<file path="src/rtl/dm_access_sequencer_if.sv">
// Request/response and byte-SRAM signal bundle for dm_access_sequencer.
// master = processor side plus SRAM model, slave = the sequencer itself.
interface dm_access_sequencer_if #(
    parameter int unsigned ADDR_W = 12
) ();
    logic              req_valid;
    logic              req_ready;
    logic              req_write;
    logic [2:0]        req_ctrl;
    logic [31:0]       req_address;
    logic [31:0]       req_data_in;
    logic              rsp_valid;
    logic [31:0]       rsp_data_out;
    logic              rsp_error;
    logic              busy;
    logic [ADDR_W-1:0] mem_addr;
    logic              mem_wr_en;
    logic              mem_rd_en;
    logic [7:0]        mem_wdata;
    logic [7:0]        mem_rdata;

    modport slave (
        input  req_valid, req_write, req_ctrl, req_address, req_data_in, mem_rdata,
        output req_ready, rsp_valid, rsp_data_out, rsp_error, busy,
        output mem_addr, mem_wr_en, mem_rd_en, mem_wdata
    );

    modport master (
        output req_valid, req_write, req_ctrl, req_address, req_data_in, mem_rdata,
        input  req_ready, rsp_valid, rsp_data_out, rsp_error, busy,
        input  mem_addr, mem_wr_en, mem_rd_en, mem_wdata
    );
endinterface

</file>
<file path="src/rtl/dm_access_sequencer.sv">
// Byte-serial load/store sequencer between the LSU and a byte-wide synchronous SRAM.
// Optional MISALIGN_TRAP_EN: misaligned half/word accesses are rejected via the error path.
module dm_access_sequencer #(
    parameter int unsigned ADDR_W = 12
) (
    input logic                    clk,
    input logic                    rst_n,
    dm_access_sequencer_if.slave   bus
);

    typedef enum logic [1:0] {StIdle, StXfer, StLast, StResp} state_e;

    state_e            state_q;
    logic              req_ready_q;
    logic              write_q;
    logic [2:0]        ctrl_q;
    logic [31:0]       wdata_q;
    logic [31:0]       rdata_q;
    logic [1:0]        k_q;
    logic [ADDR_W-1:0] mem_addr_q;
    logic              mem_wr_en_q;
    logic              mem_rd_en_q;
    logic [7:0]        mem_wdata_q;
    logic              rsp_valid_q;
    logic              rsp_error_q;
    logic [31:0]       rsp_data_q;

    function automatic logic [1:0] last_idx(input logic [2:0] ctrl);
        unique case (ctrl)
            3'b001, 3'b101: last_idx = 2'd1;
            3'b010:         last_idx = 2'd3;
            default:        last_idx = 2'd0;
        endcase
    endfunction

    function automatic logic [31:0] extend(input logic [2:0] ctrl, input logic [31:0] w);
        unique case (ctrl)
            3'b000:  extend = {{24{w[7]}}, w[7:0]};
            3'b001:  extend = {{16{w[15]}}, w[15:0]};
            3'b100:  extend = {24'h0, w[7:0]};
            3'b101:  extend = {16'h0, w[15:0]};
            default: extend = w;
        endcase
    endfunction

    logic              accept;
    logic              req_err;
    logic [ADDR_W:0]   span_end;
    logic              misalign;
    logic [1:0]        last_k;
    logic [1:0]        k_prev;
    logic [1:0]        k_next;
    logic [31:0]       full_word;

    always_comb begin
        accept   = bus.req_valid && req_ready_q;
        // Extra top bit catches spans that run past the last SRAM byte.
        span_end = {1'b0, bus.req_address[ADDR_W-1:0]}
                 + {{(ADDR_W-1){1'b0}}, last_idx(bus.req_ctrl)};
`ifdef MISALIGN_TRAP_EN
        misalign = ((bus.req_ctrl[1:0] == 2'b01) && bus.req_address[0]) ||
                   ((bus.req_ctrl == 3'b010) && (bus.req_address[1:0] != 2'b00));
`else
        misalign = 1'b0;
`endif
        req_err  = (bus.req_ctrl == 3'b011) || (bus.req_ctrl[2:1] == 2'b11) ||
                   (|bus.req_address[31:ADDR_W]) || span_end[ADDR_W] || misalign;
        last_k   = last_idx(ctrl_q);
        k_prev   = k_q - 2'd1;
        k_next   = k_q + 2'd1;
        full_word = rdata_q;
        full_word[{last_k, 3'b000} +: 8] = bus.mem_rdata;
    end

    always_ff @(posedge clk or negedge rst_n) begin
        if (!rst_n) begin
            state_q     <= StIdle;
            req_ready_q <= 1'b0;
            write_q     <= 1'b0;
            ctrl_q      <= 3'b000;
            wdata_q     <= 32'h0;
            rdata_q     <= 32'h0;
            k_q         <= 2'd0;
            mem_addr_q  <= '0;
            mem_wr_en_q <= 1'b0;
            mem_rd_en_q <= 1'b0;
            mem_wdata_q <= 8'h0;
            rsp_valid_q <= 1'b0;
            rsp_error_q <= 1'b0;
            rsp_data_q  <= 32'h0;
        end else begin
            unique case (state_q)
                StIdle: begin
                    req_ready_q <= 1'b1;
                    if (accept) begin
                        req_ready_q <= 1'b0;
                        write_q     <= bus.req_write;
                        ctrl_q      <= bus.req_ctrl;
                        wdata_q     <= bus.req_data_in;
                        rdata_q     <= 32'h0;
                        k_q         <= 2'd0;
                        if (req_err) begin
                            state_q     <= StResp;
                            rsp_valid_q <= 1'b1;
                            rsp_error_q <= 1'b1;
                            rsp_data_q  <= 32'h0;
                        end else begin
                            state_q     <= StXfer;
                            mem_addr_q  <= bus.req_address[ADDR_W-1:0];
                            mem_wr_en_q <= bus.req_write;
                            mem_rd_en_q <= !bus.req_write;
                            mem_wdata_q <= bus.req_data_in[7:0];
                        end
                    end
                end
                StXfer: begin
                    // Read data lags the strobe by one cycle, so capture the previous byte.
                    if (!write_q && (k_q != 2'd0)) begin
                        rdata_q[{k_prev, 3'b000} +: 8] <= bus.mem_rdata;
                    end
                    if (k_q == last_k) begin
                        state_q     <= StLast;
                        mem_wr_en_q <= 1'b0;
                        mem_rd_en_q <= 1'b0;
                    end else begin
                        k_q         <= k_next;
                        mem_addr_q  <= mem_addr_q + 1'b1;
                        mem_wdata_q <= wdata_q[{k_next, 3'b000} +: 8];
                    end
                end
                StLast: begin
                    state_q     <= StResp;
                    rsp_valid_q <= 1'b1;
                    rsp_error_q <= 1'b0;
                    rsp_data_q  <= write_q ? 32'h0 : extend(ctrl_q, full_word);
                end
                StResp: begin
                    state_q     <= StIdle;
                    rsp_valid_q <= 1'b0;
                    rsp_error_q <= 1'b0;
                    req_ready_q <= 1'b1;
                end
                default: state_q <= StIdle;
            endcase
        end
    end

    assign bus.req_ready    = req_ready_q;
    assign bus.rsp_valid    = rsp_valid_q;
    assign bus.rsp_error    = rsp_error_q;
    assign bus.rsp_data_out = rsp_data_q;
    assign bus.busy         = (state_q != StIdle);
    assign bus.mem_addr     = mem_addr_q;
    assign bus.mem_wr_en    = mem_wr_en_q;
    assign bus.mem_rd_en    = mem_rd_en_q;
    assign bus.mem_wdata    = mem_wdata_q;

endmodule

</file>
<file path="src/flat_wrapper.sv">
// flat-port wrapper written by rule: the top's interface ports become plain ports
module dm_access_sequencer_flat 
#(
    parameter int unsigned ADDR_W = 12
)
  (clk, rst_n, bus_req_valid, bus_req_write, bus_req_ctrl, bus_req_address, bus_req_data_in, bus_mem_rdata, bus_req_ready, bus_rsp_valid, bus_rsp_data_out, bus_rsp_error, bus_busy, bus_mem_addr, bus_mem_wr_en, bus_mem_rd_en, bus_mem_wdata);
  dm_access_sequencer_if #(.ADDR_W(ADDR_W)) bus_i ();
  input logic clk;
  input logic rst_n;
  input wire logic [$bits(bus_i.req_valid)-1:0] bus_req_valid;
  input wire logic [$bits(bus_i.req_write)-1:0] bus_req_write;
  input wire logic [$bits(bus_i.req_ctrl)-1:0] bus_req_ctrl;
  input wire logic [$bits(bus_i.req_address)-1:0] bus_req_address;
  input wire logic [$bits(bus_i.req_data_in)-1:0] bus_req_data_in;
  input wire logic [$bits(bus_i.mem_rdata)-1:0] bus_mem_rdata;
  output wire logic [$bits(bus_i.req_ready)-1:0] bus_req_ready;
  output wire logic [$bits(bus_i.rsp_valid)-1:0] bus_rsp_valid;
  output wire logic [$bits(bus_i.rsp_data_out)-1:0] bus_rsp_data_out;
  output wire logic [$bits(bus_i.rsp_error)-1:0] bus_rsp_error;
  output wire logic [$bits(bus_i.busy)-1:0] bus_busy;
  output wire logic [$bits(bus_i.mem_addr)-1:0] bus_mem_addr;
  output wire logic [$bits(bus_i.mem_wr_en)-1:0] bus_mem_wr_en;
  output wire logic [$bits(bus_i.mem_rd_en)-1:0] bus_mem_rd_en;
  output wire logic [$bits(bus_i.mem_wdata)-1:0] bus_mem_wdata;
  assign bus_i.req_valid = bus_req_valid;
  assign bus_i.req_write = bus_req_write;
  assign bus_i.req_ctrl = bus_req_ctrl;
  assign bus_i.req_address = bus_req_address;
  assign bus_i.req_data_in = bus_req_data_in;
  assign bus_i.mem_rdata = bus_mem_rdata;
  assign bus_req_ready = bus_i.req_ready;
  assign bus_rsp_valid = bus_i.rsp_valid;
  assign bus_rsp_data_out = bus_i.rsp_data_out;
  assign bus_rsp_error = bus_i.rsp_error;
  assign bus_busy = bus_i.busy;
  assign bus_mem_addr = bus_i.mem_addr;
  assign bus_mem_wr_en = bus_i.mem_wr_en;
  assign bus_mem_rd_en = bus_i.mem_rd_en;
  assign bus_mem_wdata = bus_i.mem_wdata;
  dm_access_sequencer #(.ADDR_W(ADDR_W)) u_core (.clk(clk), .rst_n(rst_n), .bus(bus_i));
endmodule
</file>
<file path="config.mk">
export PLATFORM = sky130hd
export DESIGN_NAME = dm_access_sequencer_flat
export DESIGN_NICKNAME = d
export VERILOG_FILES = /design/src/rtl/dm_access_sequencer_if.sv /design/src/rtl/dm_access_sequencer.sv /design/src/flat_wrapper.sv
export SDC_FILE = /design/constraint.sdc
export NUM_CORES = 1
export LEC_CHECK = 0
export ABC_AREA = 1
export BUFFER_PORTS_ARGS = -buffer_cell sky130_fd_sc_hd__clkbuf_2
export CORE_AREA = 8 8 145 113
export DETAILED_ROUTE_END_ITERATION = 6
export DIE_AREA = 0 0 153 121
export HOLD_SLACK_MARGIN = 0.12
export PLACE_DENSITY_LB_ADDON = 0.05
export SYNTH_ARGS = -nofsm -noshare
export SYNTH_HDL_FRONTEND = slang
export SYNTH_SLANG_ARGS = --single-unit
export TNS_END_PERCENT = 10
</file>
<file path="constraint.sdc">
create_clock -name clk -period 2.9 [get_ports clk]
set_clock_uncertainty 0.2 [all_clocks]
set_input_delay 0.145 -clock clk [delete_from_list [all_inputs] [get_ports clk]]
set_output_delay 0.145 -clock clk [all_outputs]
set_load 0.03 [all_outputs]
</file>
==> impl_metrics.env <==
export IMPL_p_int_mw=5.25
export IMPL_core_area_sq_um=14100
export IMPL_rsz0062_at_grt="no"
export IMPL_finalHoldViolCount=0
export IMPL_wirelength_um=20200
export IMPL_min_period_ps=2540
export IMPL_synth_seq_cells=129
export IMPL_worstSkewPairLatency_ps=420
export IMPL_synth_top_family_by_area="simple AND/OR/NAND/NOR gates"
export IMPL_cts_buffers=17
export IMPL_fmax_mhz=394
export IMPL_whs_ps=120
export IMPL_crit_path_end_kind="register"
export IMPL_critPathLaunchType="input pin"
export IMPL_root_buffer="clkbuf_16"
export IMPL_p_total_mw=9.52
export IMPL_grt_pass1_vias=6361
export IMPL_grt_max_degree=54
export IMPL_synth_adder_area_share=0.0181
export IMPL_start_util=0.490
export IMPL_r2r_slack_ps=590
export IMPL_power_frac_clock=0.228
export IMPL_outcome="finished, violations left"
export IMPL_clock_sinks=129
export IMPL_worst_slew_pin_slew_ps=685
export IMPL_post_cts_resized=0
export IMPL_grt_pass1_wl_um=32900
export IMPL_gp_congestion=0.877
export IMPL_syn_inst=839
export IMPL_dieHeight_um=121
export IMPL_die_area_sq_um=18500
export IMPL_htree_levels=4
export IMPL_power_switching_mw=4.27
export IMPL_drv_cap=0
export IMPL_vias=6505
export IMPL_finalSetupViolCount=0
export IMPL_cp_required_ps=3000
export IMPL_ant_nets=0
export IMPL_seq_area_frac_synth=0.467
export IMPL_dp_hpwl_um=14500
export IMPL_drt_iter0_drc=483
export IMPL_drcViolationCount=4
export IMPL_cp_data_arrival_time_ps=2640
export IMPL_antenna_found_initial=0
export IMPL_drtPass1Iterations=7
export IMPL_drive_gt1_frac=0.233
export IMPL_yosys_warnings=0
export IMPL_postLayoutCoreUtil=0.628
export IMPL_port_buffers=136
export IMPL_cts_tree="built"
export IMPL_ioPinCount=137
export IMPL_fin_setup_tns_ps=0
export IMPL_vias_per_cell=5.36
export IMPL_synth_xor_area_share=0.00127
export IMPL_yosysUniqueCellTypes=41
export IMPL_path_max_fanout=25
export IMPL_criticalPathCategory="input pin to register"
export IMPL_synth_compound_area_share=0.0954
export IMPL_power_density_nw_per_um2=1070
export IMPL_netlist_area_sq_um=6920
export IMPL_routedWlPerCell_um=16.7
export IMPL_syn_avg_cell_area_sq_um=8.24
export IMPL_hold_class="input pin to async pin"
export IMPL_syn_num_nets=928
export IMPL_yosys_area_top_type="dfrtp_1"
export IMPL_synthMuxAreaShare=0.0521
export IMPL_share_comb_of_total_power=0.469
export IMPL_synth_simple_gate_area_share=0.280
export IMPL_grt_usage=0.221
export IMPL_vdd_drop_max_uv=543
export IMPL_syn2layout_area_growth_pct=28.2
export IMPL_seqPwrFrac=0.303
export IMPL_diodes=0
export IMPL_violations="DRC"
export IMPL_gr_total_overflow=0
export IMPL_num_rows=38
export IMPL_leakage_nw=4.57
export IMPL_clock_path_buffers=2
export IMPL_postCtsSetupRepairBufs=0
export IMPL_num_nets_final=1112
export IMPL_period_share=0.875
export IMPL_clkTransAtPathRegs_ps=50
export IMPL_synth_area_leaders="dfrtp_1, nand2_1, mux2_2"
export IMPL_slew_headroom=0.543
export IMPL_synth_top_area_share=0.467
export IMPL_p_sw_frac=0.449
export IMPL_slew_violations=0
export IMPL_die_x_um=153
## synthesized netlist by cell type, drive strengths merged
master,n
a21oi,18
a31oi,1
a41oi,4
buf,32
clkbuf,13
dfrtp,129
ha,10
inv,86
mux2,32
nand2,246
nand3,51
nand4,53
nor2,61
nor3,10
nor4,1
o211ai,5
o21ai,68
o21bai,5
o221ai,3
o22ai,6
o31ai,2
or2,2
xor2,1
## metrics by stage
step | setup WS [ps] | instances | cell area, sq um
floorplan | 768 | 839 | 6920
global placement | 660 | 1126 | 7690
detailed placement | 524 | 1126 | 7690
CTS | 362 | 1213 | 8860
global route | 132 | 1213 | 8860
finish | 363 | 1213 | 8860
## logic make-up after synthesis
family | after synthesis
fa+ha+maj | 10
xor+xnor | 1
simple gates | 424
mux | 32
compound gates | 112
flops | 129
buf+inv | 131
## power by group through the flow
stage | Sequential, mW | Combinational, mW | Clock [mW]
after floorplan | 3.38 | 2.80 | 0
after global placement | 2.88 | 4.30 | 0
after detailed placement | 2.90 | 4.39 | 0
after CTS | 2.88 | 4.47 | 2.20
after global routing | 2.96 | 4.93 | 2.27
final | 2.88 | 4.46 | 2.17
## cells in the final DEF, fill, tap and decap left out, types with 32 or more instances in the layout
cell type and instances:
dlygate4sd3_1 58, nor2_1 57, nand4_1 51, inv_1 81, dfrtp_1 129, mux2_2 32
nand3_1 47, clkbuf_2 135, o21ai_0 64, nand2_1 236
## layout make-up
class	count	area, sq um
Clock buffer	24	492
Clock inverter	5	103
Fill cell	1248	5260
Inverter	86	328
Multi-Input combinational cell	579	3090
Sequential cell	129	3230
Tap cell	180	225
Timing Repair Buffer	210	1400
## registers in the layout (all words and copies together) (netlist names), 2 cells and up
| signal | cells |
|---|---|
| u_core.bus.rsp_data_out | 32 |
| u_core.rdata_q | 32 |
| u_core.wdata_q | 32 |
| u_core.bus.mem_addr | 12 |
| u_core.bus.mem_wdata | 8 |
| u_core.ctrl_q | 3 |
| u_core.k_q | 2 |
| u_core.state_q | 2 |
## final timing paths
path | from | to | cells after the start
min in group clk | u_core.rdata_q[24] | u_core.rdata_q[24] | 2
worst min register to register | u_core.rdata_q[24] | u_core.rdata_q[24] | 2
worst max-delay path | bus_req_ctrl[0] | u_core.bus.mem_addr[2] | 12
worst max register to register | u_core.state_q[0] | u_core.bus.rsp_data_out[29] | 7
max in group asynchronous | rst_n | u_core.rdata_q[30] | 3
worst min-delay path | rst_n | u_core.wdata_q[18] | 2
## critical path: stages
cell	delay (ps)
dlygate4sd3_1	560
clkbuf_2	140
nor3_1	320
ha_1	290
nand2_1	70
o21bai_1	80
nand3_1	130
nand2_1	80
nand2_2	390
nand2_4	240
nand2_1	120
nand2_1	50
## metal layers
layer	global-route usage	wire length [um]	vias to the layer above
li1	-	-	3141
met1	0.303	9580	3104
met2	0.345	9090	238
met3	0.0598	1390	22
met4	0.0462	180	0
met5	0	0	-
## repair_timing
| action | CTS | global route |
|---|---|---|
| hold buffers | 58 | 0 |
| hold endpoints to repair | 194 | 0 |
| setup endpoints to repair | 0 | 0 |
No activity file was read; power rests on OpenSTA's default activity.
